## config.mk

```make
export PLATFORM = sky130hd
export DESIGN_NAME = ysyx_24070014_load_store_unit
export DESIGN_NICKNAME = d
export VERILOG_FILES = /design/src/rtl/ysyx_24070014_load_store_unit_pkg.sv /design/src/rtl/ysyx_24070014_lsu_align.sv /design/src/rtl/ysyx_24070014_load_store_unit.sv
export SDC_FILE = /design/constraint.sdc
export NUM_CORES = 1
export LEC_CHECK = 0
export CORE_MARGIN = 2
export CORE_UTILIZATION = 58
export DETAILED_ROUTE_END_ITERATION = 10
export DONT_BUFFER_PORTS = 1
export PLACE_DENSITY = 0.72
export SLEW_MARGIN = 10
export SYNTH_ARGS = -nofsm -noshare
export SYNTH_HDL_FRONTEND = slang
export SYNTH_HIERARCHICAL = 1
export SYNTH_SLANG_ARGS = --single-unit
```

## constraint.sdc

```tcl
create_clock -name clk -period 1.9 [get_ports clk]
set_clock_uncertainty 0.2 [all_clocks]
set_input_delay 0.285 -clock clk [delete_from_list [all_inputs] [get_ports clk]]
set_output_delay 0.285 -clock clk [all_outputs]
set_load 0.01 [all_outputs]
```

## src/rtl/ysyx_24070014_load_store_unit_pkg.sv

```systemverilog
// Shared definitions for the load/store unit:
// funct3 width codes, FSM state encoding and bus widths.
package ysyx_24070014_load_store_unit_pkg;

    localparam int ADDR_LEN = 32;
    localparam int DATA_LEN = 32;

    localparam logic [2:0] LB  = 3'b000;
    localparam logic [2:0] LH  = 3'b001;
    localparam logic [2:0] LW  = 3'b010;
    localparam logic [2:0] LBU = 3'b100;
    localparam logic [2:0] LHU = 3'b101;
    localparam logic [2:0] SB  = 3'b000;
    localparam logic [2:0] SH  = 3'b001;
    localparam logic [2:0] SW  = 3'b010;

    typedef enum logic [1:0] {
        S_IDLE = 2'd0,
        S_REQ  = 2'd1,
        S_WAIT = 2'd2,
        S_RESP = 2'd3
    } lsu_state_e;

endpackage

```

## src/rtl/ysyx_24070014_lsu_align.sv

```systemverilog
// Combinational lane logic: store strobes/lane data, access checks,
// and load byte/halfword extraction with sign or zero extension.
module ysyx_24070014_lsu_align
    import ysyx_24070014_load_store_unit_pkg::*;
(
    input  logic                i_wen,
    input  logic [2:0]          i_st_funct3,
    input  logic [1:0]          i_st_off,
    input  logic [DATA_LEN-1:0] i_st_wdata,
    output logic [3:0]          o_wstrb,
    output logic [DATA_LEN-1:0] o_wdata,
    output logic                o_misalign,
    output logic                o_illegal,
    input  logic [2:0]          i_ld_funct3,
    input  logic [1:0]          i_ld_off,
    input  logic [DATA_LEN-1:0] i_rdata,
    output logic [DATA_LEN-1:0] o_rdata
);

    logic [DATA_LEN-1:0] w_sh;

    assign w_sh = i_rdata >> {i_ld_off, 3'b000};

    // Store lanes and access legality; reads drive no strobes or data.
    always_comb begin
        o_wstrb    = 4'b0000;
        o_wdata    = '0;
        o_misalign = 1'b0;
        o_illegal  = 1'b0;
        case (i_st_funct3)
            LB: begin
                if (i_wen) begin
                    o_wstrb = 4'b0001 << i_st_off;
                    o_wdata = {4{i_st_wdata[7:0]}};
                end
            end
            LH: begin
                o_misalign = i_st_off[0];
                if (i_wen) begin
                    o_wstrb = 4'b0011 << i_st_off;
                    o_wdata = {2{i_st_wdata[15:0]}};
                end
            end
            LW: begin
                o_misalign = (i_st_off != 2'b00);
                if (i_wen) begin
                    o_wstrb = 4'b1111;
                    o_wdata = i_st_wdata;
                end
            end
            LBU: o_illegal = i_wen;
            LHU: begin
                o_illegal  = i_wen;
                o_misalign = i_st_off[0];
            end
            default: o_illegal = 1'b1;
        endcase
    end

    // Load extraction from the shifted word, then extension.
    always_comb begin
        o_rdata = '0;
        case (i_ld_funct3)
            LB:      o_rdata = {{24{w_sh[7]}}, w_sh[7:0]};
            LH:      o_rdata = {{16{w_sh[15]}}, w_sh[15:0]};
            LW:      o_rdata = w_sh;
            LBU:     o_rdata = {24'h0, w_sh[7:0]};
            LHU:     o_rdata = {16'h0, w_sh[15:0]};
            default: o_rdata = '0;
        endcase
    end

endmodule

```

## src/rtl/ysyx_24070014_load_store_unit.sv

```systemverilog
// Multi-cycle load/store unit between execute and a word-addressed
// valid/ready memory bus; one operation in flight, core stalls meanwhile.
module ysyx_24070014_load_store_unit
    import ysyx_24070014_load_store_unit_pkg::*;
#(
    parameter int TIMEOUT_CYCLES = 255,
    parameter int CNT_W          = 8
) (
    input  logic                clk,
    input  logic                reset,
    input  logic                req_valid,
    output logic                req_ready,
    input  logic                req_wen,
    input  logic [2:0]          req_funct3,
    input  logic [ADDR_LEN-1:0] req_addr,
    input  logic [DATA_LEN-1:0] req_wdata,
    output logic                resp_valid,
    output logic [DATA_LEN-1:0] resp_rdata,
    output logic                resp_err,
    output logic                bus_req_valid,
    input  logic                bus_req_ready,
    output logic [ADDR_LEN-1:0] bus_addr,
    output logic                bus_wen,
    output logic [3:0]          bus_wstrb,
    output logic [DATA_LEN-1:0] bus_wdata,
    input  logic                bus_resp_valid,
    input  logic [DATA_LEN-1:0] bus_resp_rdata
);

    localparam logic [CNT_W-1:0] TO_LIM = CNT_W'(TIMEOUT_CYCLES);
    localparam logic             TO_EN  = (TIMEOUT_CYCLES != 0);

    lsu_state_e          r_state;
    lsu_state_e          w_nxt;
    logic [CNT_W-1:0]    r_cnt;
    logic [CNT_W-1:0]    w_cnt_inc;
    logic [ADDR_LEN-1:0] r_addr;
    logic [2:0]          r_funct3;
    logic                r_wen;
    logic [3:0]          r_wstrb;
    logic [DATA_LEN-1:0] r_wdata;
    logic [DATA_LEN-1:0] r_rdata;
    logic                r_err;

    logic [3:0]          w_st_wstrb;
    logic [DATA_LEN-1:0] w_st_wdata;
    logic                w_misalign;
    logic                w_illegal;
    logic                w_bad;
    logic [DATA_LEN-1:0] w_ld_data;
    logic                w_accept;
    logic                w_capture;
    logic                w_timeout;
    logic                w_to_hit;

    ysyx_24070014_lsu_align u_align (
        .i_wen       (req_wen),
        .i_st_funct3 (req_funct3),
        .i_st_off    (req_addr[1:0]),
        .i_st_wdata  (req_wdata),
        .o_wstrb     (w_st_wstrb),
        .o_wdata     (w_st_wdata),
        .o_misalign  (w_misalign),
        .o_illegal   (w_illegal),
        .i_ld_funct3 (r_funct3),
        .i_ld_off    (r_addr[1:0]),
        .i_rdata     (bus_resp_rdata),
        .o_rdata     (w_ld_data)
    );

    assign w_bad     = w_misalign | w_illegal;
    assign w_cnt_inc = r_cnt + 1'b1;
    assign w_to_hit  = TO_EN && (w_cnt_inc == TO_LIM);

    assign req_ready     = (r_state == S_IDLE);
    assign resp_valid    = (r_state == S_RESP);
    assign resp_rdata    = r_rdata;
    assign resp_err      = r_err;
    assign bus_req_valid = (r_state == S_REQ);
    assign bus_addr      = {r_addr[ADDR_LEN-1:2], 2'b00};
    assign bus_wen       = r_wen;
    assign bus_wstrb     = r_wstrb;
    assign bus_wdata     = r_wdata;

    // Next state plus accept/capture/timeout strobes for the datapath.
    always_comb begin
        w_nxt     = r_state;
        w_accept  = 1'b0;
        w_capture = 1'b0;
        w_timeout = 1'b0;
        case (r_state)
            S_IDLE: begin
                if (req_valid) begin
                    w_accept = 1'b1;
                    w_nxt    = w_bad ? S_RESP : S_REQ;
                end
            end
            S_REQ: begin
                if (bus_req_ready) begin
                    w_capture = bus_resp_valid;
                    w_nxt     = bus_resp_valid ? S_RESP : S_WAIT;
                end else if (w_to_hit) begin
                    w_timeout = 1'b1;
                    w_nxt     = S_RESP;
                end
            end
            S_WAIT: begin
                if (bus_resp_valid) begin
                    w_capture = 1'b1;
                    w_nxt     = S_RESP;
                end else if (w_to_hit) begin
                    w_timeout = 1'b1;
                    w_nxt     = S_RESP;
                end
            end
            default: w_nxt = S_IDLE;
        endcase
    end

    // State register.
    always_ff @(posedge clk or negedge reset) begin
        if (!reset) r_state <= S_IDLE;
        else        r_state <= w_nxt;
    end

    // Timeout counter: restarts on accept and on the bus handshake.
    always_ff @(posedge clk or negedge reset) begin
        if (!reset) begin
            r_cnt <= '0;
        end else begin
            case (r_state)
                S_IDLE:  r_cnt <= '0;
                S_REQ:   r_cnt <= bus_req_ready ? '0 : w_cnt_inc;
                S_WAIT:  r_cnt <= w_cnt_inc;
                default: r_cnt <= r_cnt;
            endcase
        end
    end

    // Request fields latched on accept; held stable through REQ.
    always_ff @(posedge clk or negedge reset) begin
        if (!reset) begin
            r_addr   <= '0;
            r_funct3 <= 3'b000;
            r_wen    <= 1'b0;
            r_wstrb  <= 4'b0000;
            r_wdata  <= '0;
        end else if (w_accept) begin
            r_addr   <= req_addr;
            r_funct3 <= req_funct3;
            r_wen    <= req_wen;
            r_wstrb  <= w_st_wstrb;
            r_wdata  <= w_st_wdata;
        end
    end

    // Response payload, updated only when entering RESP.
    always_ff @(posedge clk or negedge reset) begin
        if (!reset) begin
            r_rdata <= '0;
            r_err   <= 1'b0;
        end else if (w_accept && w_bad) begin
            r_rdata <= '0;
            r_err   <= 1'b1;
        end else if (w_capture) begin
            r_rdata <= r_wen ? '0 : w_ld_data;
            r_err   <= 1'b0;
        end else if (w_timeout) begin
            r_rdata <= '0;
            r_err   <= 1'b1;
        end
    end

endmodule

```

==> flow_summary.json, run 1 <==
{
  "outcome": "complete, but fails checks",
  "violations": "hold timing, setup timing",
  "drc_errors": 0,
  "coreArea_um2": 10400,
  "cts_made_buffers": 17,
  "initial_core_util_pct": 60.2,
  "final.setup.tns_ns": -3.58,
  "timing.final.crit_share_pct": 107,
  "synthTopCellsByCount": "115 x dfrtp_1, 73 x mux2_2, 45 x nor2_1",
  "grt_pass1_vias": 5315,
  "seqPwrFrac_pct": 37.6,
  "dp.cells": 688,
  "dpl_cell_area_um2": 6440,
  "relSlewSlack_pct": 50.7,
  "grt_first_pass_wirelength_um": 27700,
  "netlist_top_cells_area": "dfrtp_1 46%, mux2_2 13%, a22o_1 4.6%",
  "grt_max_degree": 116,
  "setup_viol": 35,
  "ioPinCount": 210,
  "die_x_um": 108,
  "routed_wl_um": 18100,
  "combinationalPowerShare_pct": 35.7,
  "place_hpwl_um": 10800,
  "rsz0062_at_grt": "true",
  "slew_violations": 0,
  "switching_share_pct": 36.8,
  "postSynthCellCount": 577,
  "clock_power_share_pct": 26.7,
  "cts.sinks": 115,
  "die_area_um2": 11700,
  "p_sw_uw": 4230,
  "fin_nets": 782,
  "cts_root_buffer": "clkbuf_8",
  "antenna_found_initial": 0,
  "max_cap_viol_count": 0,
  "synth_seq_cells": 115,
  "p_leak_uw": 0.00368,
  "worst_slack_ns": -0.138,
  "finalWeightedCongestion": 0.859,
  "ant_nets": 0,
  "routed_via_density": 6.19,
  "vias": 5053,
  "grtUsageTotal_pct": 30.9,
  "clkTransAtPathRegs_ns": 0.06,
  "cp_max_fo": 32,
  "yosys_warnings": 6,
  "path_class": "flip-flop to flip-flop",
  "drtIter0Drc": 253,
  "postSynth.asyncResetShare_pct": 100,
  "worst_slew_pin_slew_ns": 0.737,
  "io_buffers": 0,
  "synth_edf_count": 0,
  "arrival_ns": 2.29,
  "drtPass1Iterations": 5,
  "hold-worst-slack_ns": -0.741,
  "cts_buffer_depth": 2,
  "vdd.ir_drop.worst_v": 0.000929,
  "syn-cell-area_um2": 6270,
  "synth.most_common_cell": "dfrtp_1",
  "synth_top_flop_cell": "dfrtp_1",
  "rows": 37,
  "grt-ovfl-total": 0,
  "startpoint_type": "flip-flop",
  "drt-wirelength-per-cell_um": 22.2,
  "cts_tree": "yes",
  "fmax_mhz": 491,
  "synthToLayoutAreaGrowth_pct": 29.6,
  "drive_above_1_share_pct": 28.6,
  "power.density_nw_per_um2": 1410,
  "avgSynthCellArea_um2": 10.9,
  "fin_area_um2": 8130,
  "clock_latency_ns": 0.51,
  "cp-end-kind": "flip-flop",
  "hold_violations": 115,
  "ys_seq_area_share_pct": 45.9,
  "finalNonFillerCells": 816,
  "required_ns": 2.15,
  "die_y_um": 108,
  "synth.largest_area_cell": "dfrtp_1",
  "synth_top_area_share_pct": 45.9,
  "internal_power_uw": 7260,
  "synth_cell_types": 52,
  "period_needed_ns": 2.04,
  "hold_class": "primary input to async pin",
  "htreeDepth": 4
}
==> power groups by stage <==
stage	Clock [uW]	Sequential, uW	Combinational (uW)
global placement	0	4290	3330
floorplan	0	3870	3290
CTS	3080	4290	3810
global route	3200	4420	4380
detailed placement	0	4320	3450
finish	3070	4320	4100
==> cell families after synthesis <==
logic type	share of synthesized area (%)
fa+ha+maj	2.19
mux	16.3
other cells	0.0598
buf+inv	7.02
xor+xnor	0.678
simple gates	9.87
compound gates	18.0
flops	45.9
==> registers in the layout (all words and copies together), names as in the netlist <==
register and flops:
resp_err 1, bus_wdata 32, r_funct3 3, r_state 2
r_addr 32, bus_wstrb 4, resp_rdata 32, bus_wen 1
r_cnt 8
==> worst paths after layout <==
| kind | from | end | slack [ns] | cells past startpoint |
|---|---|---|---|---|
| worst max-delay path | r_state[0] | resp_rdata[21] | -0.14 | 7 |
| worst min-delay path | reset | resp_rdata[6] | -0.74 | 0 |
| worst max register to register | r_state[0] | resp_rdata[21] | -0.14 | 7 |
| worst min register to register | r_cnt[7] | r_cnt[7] | 0.32 | 2 |
| max in group asynchronous | reset | r_cnt[0] | 2.08 | 0 |
| min in group clk | req_funct3[1] | bus_wdata[10] | 0.03 | 4 |
==> layout make-up <==
type	count	area (um2)
fillers	627	2290
flip-flops and latches	115	2880
inverters	7	26.3
repair buffers	137	1370
clock buffers	19	432
multi-input cells	388	3110
well taps	136	170
diodes	1	2.50
clock inverters	13	136
==> worst max-delay path, stage by stage, from the launching register on <==
cell and delay, ns:
dfrtp_1 0.39, buf_4 0.15, ha_4 0.17, and2b_2 0.20
o21a_1 0.23, a41oi_4 0.24, buf_12 0.21, a22o_1 0.17
==> cells in the final DEF (no fill, tap or decap), types with 5 or more instances in the layout <==
cell	n
clkinvlp_4	7
dlygate4sd3_1	88
clkbuf_16	16
o21ai_2	7
dfrtp_1	112
a2bb2oi_1	16
a21o_1	9
nand2_1	11
and2_1	8
nor2b_1	21
mux2_2	73
o21ai_1	6
buf_12	6
a21oi_1	39
buf_4	36
mux2i_1	18
a22o_1	33
nor2_1	43
o21ai_0	16
buf_6	6
inv_1	5
ha_1	6
a211oi_1	15
==> routing by layer <==
metal	vias up	share of wire [%]	GRT usage, %
met1	2477	36	35.7
met4	0	3.7	15.4
met3	48	9.0	8.80
met5	-	0	0
li1	2239	-	-
met2	289	51	52.6
==> per-stage QoR <==
step                total power (uW)  setup slack [ns]  utilization [%]
floorplan                       7160            -0.188                -
global placement                7620           -0.0753             61.8
detailed placement              7780            -0.122             61.8
CTS                            11200           -0.0687             76.8
global route                   12000            -0.195             78.0
finish                         11500            -0.138             78.0
==> repair_timing <==
item                       in CTS  in global routing
hold endpoints to repair      219                117
hold buffers                   87                  1
cloned                          1                  0
pin swaps                       7                  5
buffers inserted                5                  1
gates resized for setup        30                 24
setup endpoints to repair      33                113
No activity file was read; power rests on OpenSTA's default activity.
==> inputs of run 2 (changes only) <==
--- a/config.mk
+++ b/config.mk
@@ -6,12 +6,12 @@
 export NUM_CORES = 1
 export LEC_CHECK = 0
 export CORE_MARGIN = 2
-export CORE_UTILIZATION = 58
+export CORE_UTILIZATION = 53
 export DETAILED_ROUTE_END_ITERATION = 10
 export DONT_BUFFER_PORTS = 1
-export PLACE_DENSITY = 0.72
+export PLACE_DENSITY = 0.67
+export REMOVE_ABC_BUFFERS = 1
 export SLEW_MARGIN = 10
 export SYNTH_ARGS = -nofsm -noshare
 export SYNTH_HDL_FRONTEND = slang
-export SYNTH_HIERARCHICAL = 1
 export SYNTH_SLANG_ARGS = --single-unit
==> run 2 against run 1 <==
Net effect:
- wire length increased by 17%
- total power grew 14%
- sequential share of layout area decreased by 2.7 points
- first-iteration DRC count is 130% higher
- worst hold slack worse by 0.0054 ns
- global-route usage is 0.14 points higher
- flip-flop and latch count did not move
- the flow still finishes with violations (hold timing, setup timing)
- via count rose by 6.5%
- design area increased by 8.2%
- clock power rose by 11%
- critical path type unchanged
- sequential power up 4.9%
==> flow_summary.json, run 2 <==
{
  "cts_made_buffers": 17,
  "clkTransAtPathRegs_ns": 0.06,
  "cp_slowest_cell": "dfrtp_1",
  "cts.sinks": 115,
  "finalWeightedCongestion": 0.831,
  "r2r_slack_ns": -0.20,
  "synthTopCellsByCount": "115 x dfrtp_1, 43 x mux2_2, 38 x nand3_1",
  "worst_slack_ns": -0.198,
  "met1_usage_pct": 36.1,
  "slew_violations": 0,
  "cp-end-kind": "flip-flop",
  "synth.most_common_cell": "dfrtp_1",
  "grt-ovfl-total": 0,
  "coreArea_um2": 10800,
  "cts_buffer_depth": 2,
  "violations": "hold timing, setup timing",
  "relSlewSlack_pct": 41.7,
  "outcome": "complete, but fails checks",
  "postSynth.asyncResetShare_pct": 100,
  "die_y_um": 110,
  "synth_top_flop_cell": "dfrtp_1",
  "synth_cell_types": 50,
  "rsz0062_at_grt": "true",
  "netlist_top_cells_area": "dfrtp_1 49%, mux2_2 8.2%, buf_4 4.3%",
  "ys_seq_area_share_pct": 48.7,
  "final_cell_mix": "115 x dfrtp_1, 103 x dlygate4sd3_1, 43 x mux2_2",
  "synth_compound_area_share_pct": 17.9,
  "drc_errors": 0,
  "fin_nets": 806,
  "synth.largest_area_cell": "dfrtp_1",
  "grt_busiest_layer": "met2",
  "synth-xor-area-share_pct": 0.742,
  "layout_commonest_cell": "dfrtp_1",
  "grt_first_pass_wirelength_um": 28100,
  "hold_class": "primary input to async pin",
  "grt_util_met3_pct": 10.2,
  "place_hpwl_um": 10500,
  "synthToLayoutAreaGrowth_pct": 49.0,
  "cp_max_fo": 16,
  "clock_latency_ns": 0.52,
  "dp.cells": 686,
  "synth_top_family_by_area": "compound AO/OA/AOI/OAI gates",
  "drive_above_1_share_pct": 32.9,
  "cts_hold_buf": 105,
  "switching_share_pct": 38.5,
  "n_antenna_cell": 0,
  "p_sw_uw": 5050,
  "post-place-ws_ns": -0.221,
  "seqPwrFrac_pct": 34.6,
  "grt_max_degree": 116,
  "synth_adder_area_share_pct": 2.33,
  "syn-cell-area_um2": 5900,
  "cts_tree": "yes",
  "p_leak_uw": 0.00387,
  "period_needed_ns": 2.10,
  "ioPinCount": 210,
  "arrival_ns": 2.28,
  "antenna_found_initial": 0,
  "fin_area_um2": 8790,
  "startpoint_type": "flip-flop",
  "grt_pass1_vias": 5224,
  "drtPass1Iterations": 6,
  "max_cap_viol_count": 0,
  "ant_nets": 0,
  "die_area_um2": 12000,
  "final.setup.tns_ns": -7.81,
  "internal_power_uw": 8050,
  "synth_top_area_share_pct": 48.7,
  "synth_edf_count": 0,
  "synthMuxAreaShare_pct": 12.1,
  "io_buffers": 0,
  "use_met2_pct": 53.0,
  "yosys_warnings": 0,
  "hold-worst-slack_ns": -0.747,
  "synth-simple-area-share_pct": 9.92,
  "worst_slew_pin_slew_ns": 0.875,
  "vias": 5382,
  "postSynthCellCount": 555,
  "finalNonFillerCells": 843,
  "synth_seq_cells": 115,
  "grtUsageTotal_pct": 31.1,
  "avgSynthCellArea_um2": 10.6,
  "setup_viol": 72,
  "drt-wirelength-per-cell_um": 25.1,
  "required_ns": 2.08,
  "routed_wl_um": 21100,
  "dpl_cell_area_um2": 6250,
  "combinationalPowerShare_pct": 39.5,
  "vdd.ir_drop.worst_v": 0.000859,
  "drtIter0Drc": 576,
  "initial_core_util_pct": 54.5,
  "hold_violations": 115,
  "rows": 38,
  "fmax_mhz": 477,
  "path_class": "flip-flop to flip-flop",
  "htreeDepth": 4,
  "cts_root_buffer": "clkbuf_8",
  "die_x_um": 110,
  "power.density_nw_per_um2": 1490,
  "routed_via_density": 6.38,
  "clock_power_share_pct": 25.9,
  "crit_chain": "mux2_2, nor3_1, buf_4, nor3_4, buf_12, a21oi_1, o22ai_4",
  "cpPeakStageDelay_ns": 0.40,
  "timing.final.crit_share_pct": 110
}
[run 2: cell count changes after synthesis, moves of 9 or more]
| cell | before | now |
|---|---|---|
| nand3_1 | 5 | 38 |
| mux2_2 | 73 | 43 |
| o22ai_1 | 0 | 26 |
| a22o_1 | 33 | 11 |
| nor2_1 | 45 | 27 |
| a221o_1 | 0 | 16 |
| nand2_1 | 12 | 28 |
| a211oi_1 | 15 | 1 |
| a21oi_1 | 42 | 29 |
| nor2b_1 | 21 | 8 |
| a2bb2oi_1 | 16 | 7 |
| inv_1 | 7 | 16 |
[run 2: worst max-delay path: cells and delay by family, from the launching register on]
kind | cells | cell delay (ns)
flops | 1 | 0.40
compound gates | 2 | 0.52
mux | 1 | 0.37
buf+inv | 2 | 0.30
simple gates | 2 | 0.17
[run 2: layout make-up]
| class | count | area (um2) |
|---|---|---|
| fillers | 558 | 2050 |
| clock buffers | 18 | 428 |
| clock inverters | 14 | 191 |
| flip-flops and latches | 115 | 2880 |
| multi-input cells | 354 | 3020 |
| repair buffers | 186 | 2040 |
| inverters | 16 | 60.1 |
| well taps | 140 | 175 |
[run 2: worst paths after layout]
check	from	end	depth (start not counted)
worst max-delay path	r_addr[1]	resp_rdata[25]	7
worst min-delay path	reset	r_cnt[5]	0
worst max register to register	r_addr[1]	resp_rdata[25]	7
worst min register to register	r_cnt[6]	r_cnt[6]	1
max in group asynchronous	reset	resp_rdata[29]	0
min in group clk	req_addr[1]	bus_wstrb[2]	5
[run 2: cell families (layout without fill, tap and decap cells)]
logic type	Yosys count	after routing
compound gates	149	149
simple gates	121	121
flops	115	115
buf+inv	87	234
mux	66	66
fa+ha+maj	11	11
xor+xnor	5	5
other cells	1	2
[run 2: power by group through the flow]
stage / logic [uW] / registers [uW] / clock network, uW
floorplan: 2290 / 4310 / 0
global route: 5490 / 4620 / 3550
detailed placement: 3560 / 4460 / 0
CTS: 3900 / 4460 / 3400
finish: 5180 / 4530 / 3400
global placement: 3420 / 4440 / 0
[run 2: metrics by stage]
step           power (uW)  utilization, %
6_report            13100            81.1
5_1_grt             13700            81.1
4_1_cts             11700            74.3
3_5_place_dp         8020            57.6
3_3_place_gp         7860            57.6
2_1_floorplan        6600               -
[run 2: what timing repair did]
action	CTS	global route
hold endpoints to repair	222	115
gates resized for setup	24	101
setup endpoints to repair	63	109
pin swaps	8	47
buffers inserted	3	13
cloned	1	8
[run 2: layer usage]
metal  part of all wire, %  vias up
li1                      -     2282
met1                    36     2706
met2                    52      335
met3                   9.0       59
met4                   3.3        0
met5                     0        -
